<file path="src/rtl/serial_subtractor.sv">
// rtl/serial_subtractor.sv - bit-serial WIDTH-bit subtractor (diff = a - b, LSB first); optional signed overflow flag under SERIAL_SUB_OVF_EN

// Single-bit full subtractor: difference = a - b - borrow_in.
module full_subtractor (
    output logic difference,
    output logic borrow,
    input  logic a,
    input  logic b,
    input  logic borrow_in
);
    assign difference = a ^ b ^ borrow_in;
    assign borrow     = (~a & b) | (~(a ^ b) & borrow_in);
endmodule

// Bit-serial sequencer around one full_subtractor cell.
module serial_subtractor #(
    parameter int WIDTH = 8
) (
    input  logic             clk,
    input  logic             rst_n,
    input  logic             start,
    input  logic [WIDTH-1:0] a,
    input  logic [WIDTH-1:0] b,
    output logic             busy,
    output logic             done,
    output logic [WIDTH-1:0] diff,
    output logic             borrow_out,
    output logic             ovf
);
    localparam int CNT_W = (WIDTH > 2) ? $clog2(WIDTH) : 1;
    localparam logic [CNT_W-1:0] LAST = CNT_W'(WIDTH - 1);

    localparam logic [1:0] S_IDLE  = 2'd0;
    localparam logic [1:0] S_SHIFT = 2'd1;
    localparam logic [1:0] S_DONE  = 2'd2;

    logic [1:0]       state_q, state_d;
    logic [CNT_W-1:0] cnt_q, cnt_d;
    logic [WIDTH-1:0] a_sr_q, a_sr_d;
    logic [WIDTH-1:0] b_sr_q, b_sr_d;
    logic [WIDTH-1:0] res_q, res_d;
    logic             borrow_q, borrow_d;
    logic [WIDTH-1:0] diff_q, diff_d;
    logic             bout_q, bout_d;
    logic             cell_diff;
    logic             cell_borrow;

    full_subtractor u_fs (cell_diff, cell_borrow, a_sr_q[0], b_sr_q[0], borrow_q);

    // Next-state: accept in IDLE/DONE, shift one bit per cycle in SHIFT, publish on the last bit.
    always_comb begin
        state_d  = state_q;
        cnt_d    = cnt_q;
        a_sr_d   = a_sr_q;
        b_sr_d   = b_sr_q;
        res_d    = res_q;
        borrow_d = borrow_q;
        diff_d   = diff_q;
        bout_d   = bout_q;
        case (state_q)
            S_IDLE, S_DONE: begin
                state_d = S_IDLE;
                if (start) begin
                    a_sr_d   = a;
                    b_sr_d   = b;
                    borrow_d = 1'b0;
                    cnt_d    = '0;
                    state_d  = S_SHIFT;
                end
            end
            S_SHIFT: begin
                res_d    = {cell_diff, res_q[WIDTH-1:1]};
                a_sr_d   = a_sr_q >> 1;
                b_sr_d   = b_sr_q >> 1;
                borrow_d = cell_borrow;
                cnt_d    = cnt_q + 1'b1;
                if (cnt_q == LAST) begin
                    state_d = S_DONE;
                    diff_d  = res_d;
                    bout_d  = cell_borrow;
                end
            end
            default: state_d = S_IDLE;
        endcase
    end

    // State and datapath registers with asynchronous abort.
    always_ff @(posedge clk or negedge rst_n) begin
        if (!rst_n) begin
            state_q  <= S_IDLE;
            cnt_q    <= '0;
            a_sr_q   <= '0;
            b_sr_q   <= '0;
            res_q    <= '0;
            borrow_q <= 1'b0;
            diff_q   <= '0;
            bout_q   <= 1'b0;
        end else begin
            state_q  <= state_d;
            cnt_q    <= cnt_d;
            a_sr_q   <= a_sr_d;
            b_sr_q   <= b_sr_d;
            res_q    <= res_d;
            borrow_q <= borrow_d;
            diff_q   <= diff_d;
            bout_q   <= bout_d;
        end
    end

    assign busy       = (state_q == S_SHIFT);
    assign done       = (state_q == S_DONE);
    assign diff       = diff_q;
    assign borrow_out = bout_q;

`ifdef SERIAL_SUB_OVF_EN
    logic a_msb_q;
    logic b_msb_q;
    logic ovf_q;
    logic accept;
    logic finish;

    assign accept = (state_q != S_SHIFT) && start;
    assign finish = (state_q == S_SHIFT) && (cnt_q == LAST);

    // Operand sign bits captured at accept; overflow judged from them and the final MSB.
    always_ff @(posedge clk or negedge rst_n) begin
        if (!rst_n) begin
            a_msb_q <= 1'b0;
            b_msb_q <= 1'b0;
            ovf_q   <= 1'b0;
        end else begin
            if (accept) begin
                a_msb_q <= a[WIDTH-1];
                b_msb_q <= b[WIDTH-1];
            end
            if (finish) begin
                ovf_q <= (a_msb_q != b_msb_q) && (cell_diff != a_msb_q);
            end
        end
    end

    assign ovf = ovf_q;
`else
    assign ovf = 1'b0;
`endif

endmodule
</file>
<file path="config.mk">
export PLATFORM = sky130hd
export DESIGN_NAME = serial_subtractor
export DESIGN_NICKNAME = d
export VERILOG_FILES = /design/src/rtl/serial_subtractor.sv
export SDC_FILE = /design/constraint.sdc
export NUM_CORES = 1
export LEC_CHECK = 0
export ABC_AREA = 1
export CAP_MARGIN = 30
export CORE_UTILIZATION = 58
export CTS_BUF_LIST = sky130_fd_sc_hd__clkbuf_4
export DETAILED_ROUTE_END_ITERATION = 10
export GPL_TIMING_DRIVEN = 0
export MAX_ROUTING_LAYER = met4
export PLACE_DENSITY_LB_ADDON = 0.12
export SLEW_MARGIN = 10
export SYNTH_ARGS = -nofsm -noshare
export SYNTH_HDL_FRONTEND = slang
export SYNTH_SLANG_ARGS = --single-unit
</file>
<file path="constraint.sdc">
create_clock -name clk -period 2 [get_ports clk]
set_input_delay 0.5 -clock clk [delete_from_list [all_inputs] [get_ports clk]]
set_output_delay 0.5 -clock clk [all_outputs]
set_load 0.05 [all_outputs]
</file>
* Yosys cells after proc, flatten, opt, wreduce, memory -nomap -nowiden *
Cells that the tools add are included.

cells by class
  reductions and logical operators = 5
  mux-type cells = 11
  add/sub/neg operators = 1
  bitwise operators = 7
  equality and inequality tests = 5

operator list
  cell                                                   count
  one-hot mux 8 bit (2 select lines)                     2
  2-to-1 mux 8 bit                                       2
  one-hot mux 3 bit (2 select lines)                     1
  one-hot mux 2 bit (2 select lines)                     1
  AND reduction 2 bit                                    2
  adder 3 x 1 -> 3 bit, second input constant            1
  == test 3 bit, second input constant                   1
  2-to-1 mux 3 bit                                       1
  AND 1 bit                                              2
  == test 2 x 1 -> 1 bit, second input constant          1
  == test 2 bit, second input constant                   1
  logical NOT 2 bit                                      1
  2-to-1 mux 1 bit                                       2
  2-to-1 mux 2 bit                                       1
  inequality test 2 x 1 -> 1 bit, second input constant  1
  inequality test 2 bit, second input constant           1
  inverter 1 bit                                         2
  one-hot mux 1 bit (2 select lines)                     1
  nonzero test 2 bit                                     1
  OR reduction 2 bit                                     1
  bitwise XOR 1 bit                                      2
  bitwise OR 1 bit                                       1

word-level totals
  flip-flop bits (word level) = 39
  bits of input ports = 19
  word-level logic and storage cells = 37
  output and inout port bits = 12

* Logic depth before layout (Yosys ltp) *
Gate-level depths: netlist of the first run.

  depth in word-level cells = 5
  depth in mapped cells = 8
  gate-level depth less buffers = 6

* By module *
From an unflattened synthesis of the first run, not the netlist that was laid out.

second synthesis, totals
  cells, all modules = 221
  area total of the unflattened synthesis = 1,844.3 µm²

by module, submodules not included
  module             area each (µm²)  seq. area each (µm²)  cells each  instances
  serial_subtractor  1,813.0          950.9                 217         1
  full_subtractor    31.3             0.0                   4           1

* Worst setup path before layout of the first run *
No wires, ideal clock.

  path kind = reg-to-output
  from = reg state_q[0]
  to = out done
  slack = 139 ps
  stages on the path, launching flop included = 4
  arrival time = 1,361 ps
  cell sequence = dfrtp_1 > buf_4 > clkbuf_1 > nor2_1

between the ends
  word-level cells in the longest chain between the ends = 1

ends and longest elaborated chain
  item                    line  source
  start, declared         37    logic [1:0] state_q, state_d;
  start signal, assigned  99    state_q <= state_d;
  == test 2 bit           111   assign done = (state_q == S_DONE);
  end, declared           25    output logic done,

Every way passes these cells.

* Final worst setup path of the first run *
Ends and elaborated chain as after synthesis.

==> impl_metrics.yaml, run 1 <==
sta:
  final_min_period_over_clock_period: 0.9488
  maxSlewViolCount: 0
  fin_worst_skew_ns: 0.01013
  fin_ws_ns: 0.1024
  fmaxAchievable_mhz: 527.0
  worst_rel_slew_slack: 0.6644
  hold-worst-slack_ns: 0.07106
  final-hold-violation-count: 0
  final_setup_fails: 0
  post-route-min-period_ns: 1.898
  timing_worst_slew_pin_value_ns: 0.5026
  grt_setup_unrepaired: "no"
finish:
  layout.cell_area.non_filler_sq_um: 2208
  diode_count: 0
  drive_above_1_share: 0.1412
  finish.cell_count_without_fillers: 286
  fillers: 216
  areaGrowthSynthToFinish_pct: 21.81
  nets: 276
die:
  pin_count: 31
  die_area_sq_um: 3354
  floorplan.rows: 19
  initial_utilization: 0.6355
  die_height_microns: 57.91
  width_of_the_chip_microns: 57.91
  core_area_sq_um: 2853
place:
  dpl_cell_area_sq_um: 2165
  final_weighted_congestion_of_routability_driven_global_placement: 0.8320
  place_ws_ns: -0.1892
  total_instance_count_after_detailed_placement: 279
  port_buffers: 29
  dp.final_hpwl_mm: 2.458
global_routing:
  globalRouteMet2Util: 0.3924
  global_route.usage.met1: 0.3056
  grt_remaining_overflow: 0
  grt_max_degree: 24
  number_of_global_route_vias_before_repair: 1367
  use_met3: 0.06027
  global_routing_usage_summed_across_all_routing_layers: 0.2406
  grt_antenna_before_repair: 0
  global_route.peak_usage_layer: "met2"
  global_route_wire_length_before_repair_mm: 5.844
route:
  vias: 1415
  detail_route.vias_per_cell: 4.948
  wl_per_cell_microns: 11.70
  ant_nets: 0
  drt-pass1-iter-count: 7
  detail_route.iter0.violations: 52
  drc_errors: 2
  routed_wl_mm: 3.345
power_and_ir_drop:
  power-per-cell-area_nw_per_um2: 1668
  leakagePower_nw: 1.266
  vdd_ir_drop_max_mv: 1.008
clocking:
  cts-htree-levels: 2
  cts.sinks: 38
  clk-insertion-delay-late_ns: 0.34
  post_cts_hold_buffer_count: 0
  cts.reportedPaths.clkPinSlew_ns: 0.11
  cts_tree: "done"
  max-clock-path-buffers: 2
  clk_root_buffer_cell: "clkbuf_4"
  number_of_buffers_created_by_cts: 5
  post_cts_buffers: 0
worst_setup_path:
  regToRegEndpoint: "a_sr_q[5]"
  timing.setup.critical_path_class: "reg -> out"
  critPathTopFamily: "buffers and inverters"
  worst-path-buf-inv: 3
  worst-r2r-cell-count: 7
  worst_ep_required_time_ns: 1.50
  critical_path.cell_chain: "buf_4 -> clkbuf_2 -> nor2_1 -> buf_4"
  critical_path_depth: 4
  timing.rr.start: "state_q[1]"
  timing.critical_path.to: "done"
  crit_path_max_fanout: 10
  endpoint_kind: "primary output"
  worst_path_slowest_cell: "dfrtp_1"
  worst-r2r-setup-slack_ns: 0.64
  worstSetupStartpoint: "state_q[0]"
  max_stage_delay_ns: 0.37
  arrival_ns: 1.40
  crit_top_cell: "buf_4"
  startpoint_type: "flip-flop"
synthesis:
  postSynthCellCount: 218
  ys_async_sr_fraction: 1.000
  synth-seq-cells: 38
  register_area_share_after_synthesis: 0.5245
  synthDistinctLibCells: 22
  mappedNetlistArea_sq_um: 1813
  synth.most_common_cell: "nand2_1"
  number_of_enable_type_register_cells_in_the_synthesized_netlist: 0
  yosys_warnings: 0
  yosys_most_used_dff: "dfrtp_1"
  syn_area_per_cell_sq_um: 8.316
  post_synthesis_net_count: 240
  synth_largest_type_area_fraction: 0.5245
  synth.area.top_cells: "dfrtp_1 (52%), nand2_1 (14%), inv_1 (8.1%), nand3_1 (7.7%), o21ai_2 (3.9%)"
  synth.cells.most_frequent: "nand2_1 (68), inv_1 (39), dfrtp_1 (38)"
  synth_top_cell_by_area: "dfrtp_1"
flow_run:
  drv_cap: 0
worst_hold_path:
  worst_hold_path_type: "in -> async"
status:
  violations: "design-rule violations"
  outcome: "complete, but fails checks"
-- metal layers --
metal | up-vias | part of all wire
met4 | 0 | 0.0081
li1 | 735 | -
met1 | 638 | 0.46
met3 | 4 | 0.057
met2 | 38 | 0.48
met5 | - | 0
-- how the worst min path moves through the flow --
stage | from | end | depth (start not counted)
floorplan | rst_n | a_sr_q[0] | 0
global placement | cnt_q[1] | cnt_q[1] | 2
detailed placement | rst_n | diff[7] | 1
CTS | rst_n | diff[7] | 1
global route | rst_n | diff[7] | 1
finish | rst_n | diff[7] | 1
-- power by group --
part	switching (W)	total [W]	internal, W
combinational	0.00130	0.00198	0.000681
clock	0.000236	0.000382	0.000146
sequential	0.000180	0.00132	0.00114
total	0.00172	0.00368	0.00196
-- stage by stage --
stage / setup TNS, ns / total power [W] / utilization
after floorplan: 0 / 0.002820 / -
after global placement: -17.80 / 0.003295 / 0.7509
after CTS: 0 / 0.003726 / 0.7728
final: 0 / 0.003683 / 0.7741
after detailed placement: -0.2052 / 0.003384 / 0.7588
after global routing: 0 / 0.004008 / 0.7741
-- kinds of logic after synthesis --
| logic type | count (synthesis) | share of synthesized area |
|---|---|---|
| AOI/OAI and AO/OA | 20 | 0.07177 |
| adders and majority gates | 3 | 0.02484 |
| buffers and inverters | 52 | 0.1256 |
| and+or+nand+nor | 104 | 0.2512 |
| DFF | 38 | 0.5245 |
| other | 1 | 0.002068 |
-- flip-flops by register name (all words and copies together), names as in the netlist --
register and flops:
a_sr_q 8, b_sr_q 8, diff 8, res_q 7, cnt_q 3, state_q 2, borrow_out 1, borrow_q 1
-- cell type report --
| class | instances | area (sq um) | area share |
|---|---|---|---|
| Clock buffer | 6 | 45.04 | 0.02040 |
| Tap cell | 31 | 38.79 | 0.01756 |
| Clock inverter | 2 | 8.758 | 0.003966 |
| Inverter | 42 | 160.2 | 0.07252 |
| Timing Repair Buffer | 30 | 305.3 | 0.1382 |
| Buffer | 9 | 65.06 | 0.02946 |
| Sequential cell | 38 | 950.9 | 0.4306 |
| Multi-Input combinational cell | 128 | 634.4 | 0.2873 |
-- cell usage in the layout, fill, tap and decap left out, drive strengths merged, types with 3 or more instances in the layout --
master,synthesis,routed
buf,8,12
clkbuf,2,7
clkdlybuf4s50,0,17
dfrtp,38,38
dlygate4sd2,0,6
dlymetal6s2s,0,3
inv,42,42
nand2,72,72
nand3,28,28
nor2,3,3
o21ai,19,19
-- worst register-to-register path, cell delays in order, from the launching register on --
cell     delay (ns)
dfrtp_1        0.43
inv_2          0.23
nand2_2        0.13
nand2_4        0.15
inv_4          0.07
buf_6          0.14
nand2_1        0.06
nand2_1        0.05
-- repair_timing --
| item | in CTS | in global routing |
|---|---|---|
| hold endpoints to repair | 0 | 0 |
| endpoints found under the setup margin | 8 | 5 |
| resized for setup | 15 | 7 |
(Power assumes the default switching activity.)
==> run 2: changes to the inputs <==
- CELL_PAD_IN_SITES_DETAIL_PLACEMENT: not set -> 0
- CELL_PAD_IN_SITES_GLOBAL_PLACEMENT: not set -> 1
- CORE_UTILIZATION: 58 -> 43
- SLEW_MARGIN: 10 -> 20
==> run 2 against run 1 <==
  * The run now ends clean
  * Via count shrank 1.3%
  * Non-clock buffer count is the same
  * Sequential power about the same
  * Clock skew fell by 0.0043 ns
  * Combinational power about the same
  * Sequential share of layout area fell by 1.0 points
  * Flip-flop and latch count is the same
  * Global-route usage down 4.7 points
  * Critical endpoint unchanged
  * Highest routed layer unchanged
==> impl_metrics.yaml, run 2 (synthesis results as in run 1) <==
status:
  outcome: "completed"
flow_run:
  drv_cap: 0
worst_setup_path:
  worstSetupStartpoint: "state_q[0]"
  critPathTopFamily: "buffers and inverters"
  worst_ep_required_time_ns: 1.50
  arrival_ns: 1.39
  startpoint_type: "flip-flop"
  timing.critical_path.to: "done"
  endpoint_kind: "primary output"
  worst-r2r-cell-count: 7
  critical_path_depth: 4
  worst-r2r-setup-slack_ns: 0.60
  crit_path_max_fanout: 10
  crit_top_cell: "buf_4"
  timing.rr.start: "state_q[1]"
  regToRegEndpoint: "a_sr_q[1]"
  critical_path.cell_chain: "buf_4 -> buf_2 -> nor2_1 -> buf_4"
  timing.setup.critical_path_class: "reg -> out"
  worst-path-buf-inv: 3
  max_stage_delay_ns: 0.38
  worst_path_slowest_cell: "dfrtp_1"
sta:
  fin_tns_setup_ns: 0
  final-hold-violation-count: 0
  fin_worst_skew_ns: 0.005861
  post-route-min-period_ns: 1.893
  grt_setup_unrepaired: "no"
  final_setup_fails: 0
  maxSlewViolCount: 0
  fmaxAchievable_mhz: 528.3
  fin_ws_ns: 0.1070
  final_min_period_over_clock_period: 0.9465
route:
  drc_errors: 0
  wl_per_cell_microns: 11.38
  detail_route.vias_per_cell: 4.580
  routed_wl_mm: 3.471
  detail_route.iter0.violations: 35
  ant_nets: 0
  vias: 1397
  drt-pass1-iter-count: 4
die:
  width_of_the_chip_microns: 66.93
  floorplan.rows: 23
  die_area_sq_um: 4480
  core_area_sq_um: 4029
  die_height_microns: 66.93
  initial_utilization: 0.4500
  pin_count: 31
place:
  port_buffers: 29
  dp.final_hpwl_mm: 2.377
  final_weighted_congestion_of_routability_driven_global_placement: 0.7232
  dpl_cell_area_sq_um: 2181
  place_ws_ns: -0.1962
finish:
  final_common_cell: "nand2_1"
  layout.cell_area.non_filler_sq_um: 2261
  fillers: 418
  areaGrowthSynthToFinish_pct: 24.71
  layout.cells.most_common_list: "nand2_1 (68), inv_1 (39), dfrtp_1 (38), nand3_1 (28), clkdlybuf4s50_1 (17)"
  drive_above_1_share: 0.1412
  nets: 276
  diode_count: 0
global_routing:
  number_of_global_route_vias_before_repair: 1379
  grt_max_degree: 25
  global_routing_usage_summed_across_all_routing_layers: 0.1937
  global_route_wire_length_before_repair_mm: 6.141
  grt_antenna_before_repair: 0
  grt_remaining_overflow: 0
clocking:
  cts-htree-levels: 2
  cts.reportedPaths.clkPinSlew_ns: 0.12
  cts.sinks: 38
  clk_root_buffer_cell: "clkbuf_4"
  max-clock-path-buffers: 2
  cts_tree: "done"
  clk-insertion-delay-late_ns: 0.34
  number_of_buffers_created_by_cts: 5
  post_cts_hold_buffer_count: 0
power_and_ir_drop:
  power-per-cell-area_nw_per_um2: 1726
  vdd_ir_drop_max_mv: 0.7852
  leakagePower_nw: 1.248
worst_hold_path:
  worst_hold_path_type: "in -> async"
[run 2: metal layers]
| metal | track usage | vias to the layer above | wire length, microns | share of wire |
|---|---|---|---|---|
| li1 | - | 730 | - | - |
| met1 | 0.2454 | 640 | 1752 | 0.50 |
| met2 | 0.2942 | 22 | 1523 | 0.44 |
| met3 | 0.05308 | 5 | 139 | 0.040 |
| met4 | 0.07447 | 0 | 57 | 0.016 |
| met5 | - | - | 0 | 0 |
[run 2: power by group]
part | leakage (nW) | internal [W] | switching (W)
sequential | 0.472 | 0.00114 | 0.000166
clock | 0.0528 | 0.000385 | 0.000258
combinational | 0.723 | 0.000659 | 0.00130
[run 2: metrics by stage]
stage | util | std cells | power [W] | hold slack (ns)
after global routing | 0.5612 | 305 | 0.004279 | 0.05767
after global placement | 0.5376 | 297 | 0.003346 | 0.4609
final | 0.5612 | 305 | 0.003902 | 0.05637
after floorplan | - | 218 | 0.002820 | 0.2044
after CTS | 0.5624 | 305 | 0.003969 | 0.04665
after detailed placement | 0.5413 | 298 | 0.003377 | 0.4476
[run 2: area by class of cell]
type	instances	area, sq um	area share
buffer	9	65.06	0.02878
clock buffer	5	37.54	0.01660
clock inverter	3	63.81	0.02822
inverter	42	160.2	0.07084
multi-input combinational	128	634.4	0.2806
sequential	38	950.9	0.4206
tap	50	62.56	0.02767
timing repair buffer	30	286.5	0.1267
[run 2: repair_timing]
| action | in CTS | in global routing |
|---|---|---|
| gates cloned | 0 | 0 |
| endpoints found under the setup margin | 11 | 2 |
| gates resized for setup | 20 | 2 |
| setup buffers | 0 | 0 |
[run 2: worst min-delay path by stage]
stage / start / endpoint / slack (ns) / cells after the start
after global placement: cnt_q[1] / cnt_q[1] / 0.46 / 2
after floorplan: rst_n / a_sr_q[0] / 0.20 / 0
after CTS: rst_n / borrow_out / 0.05 / 1
after detailed placement: rst_n / diff[7] / 0.45 / 1
after global routing: rst_n / b_sr_q[0] / 0.06 / 1
final: rst_n / b_sr_q[7] / 0.06 / 1
==> run 3: changes to the inputs <==
- CAP_MARGIN: 30 -> not set
==> results of run 3 <==
The final DEF is identical to that of run 2; final timing and power are the same.
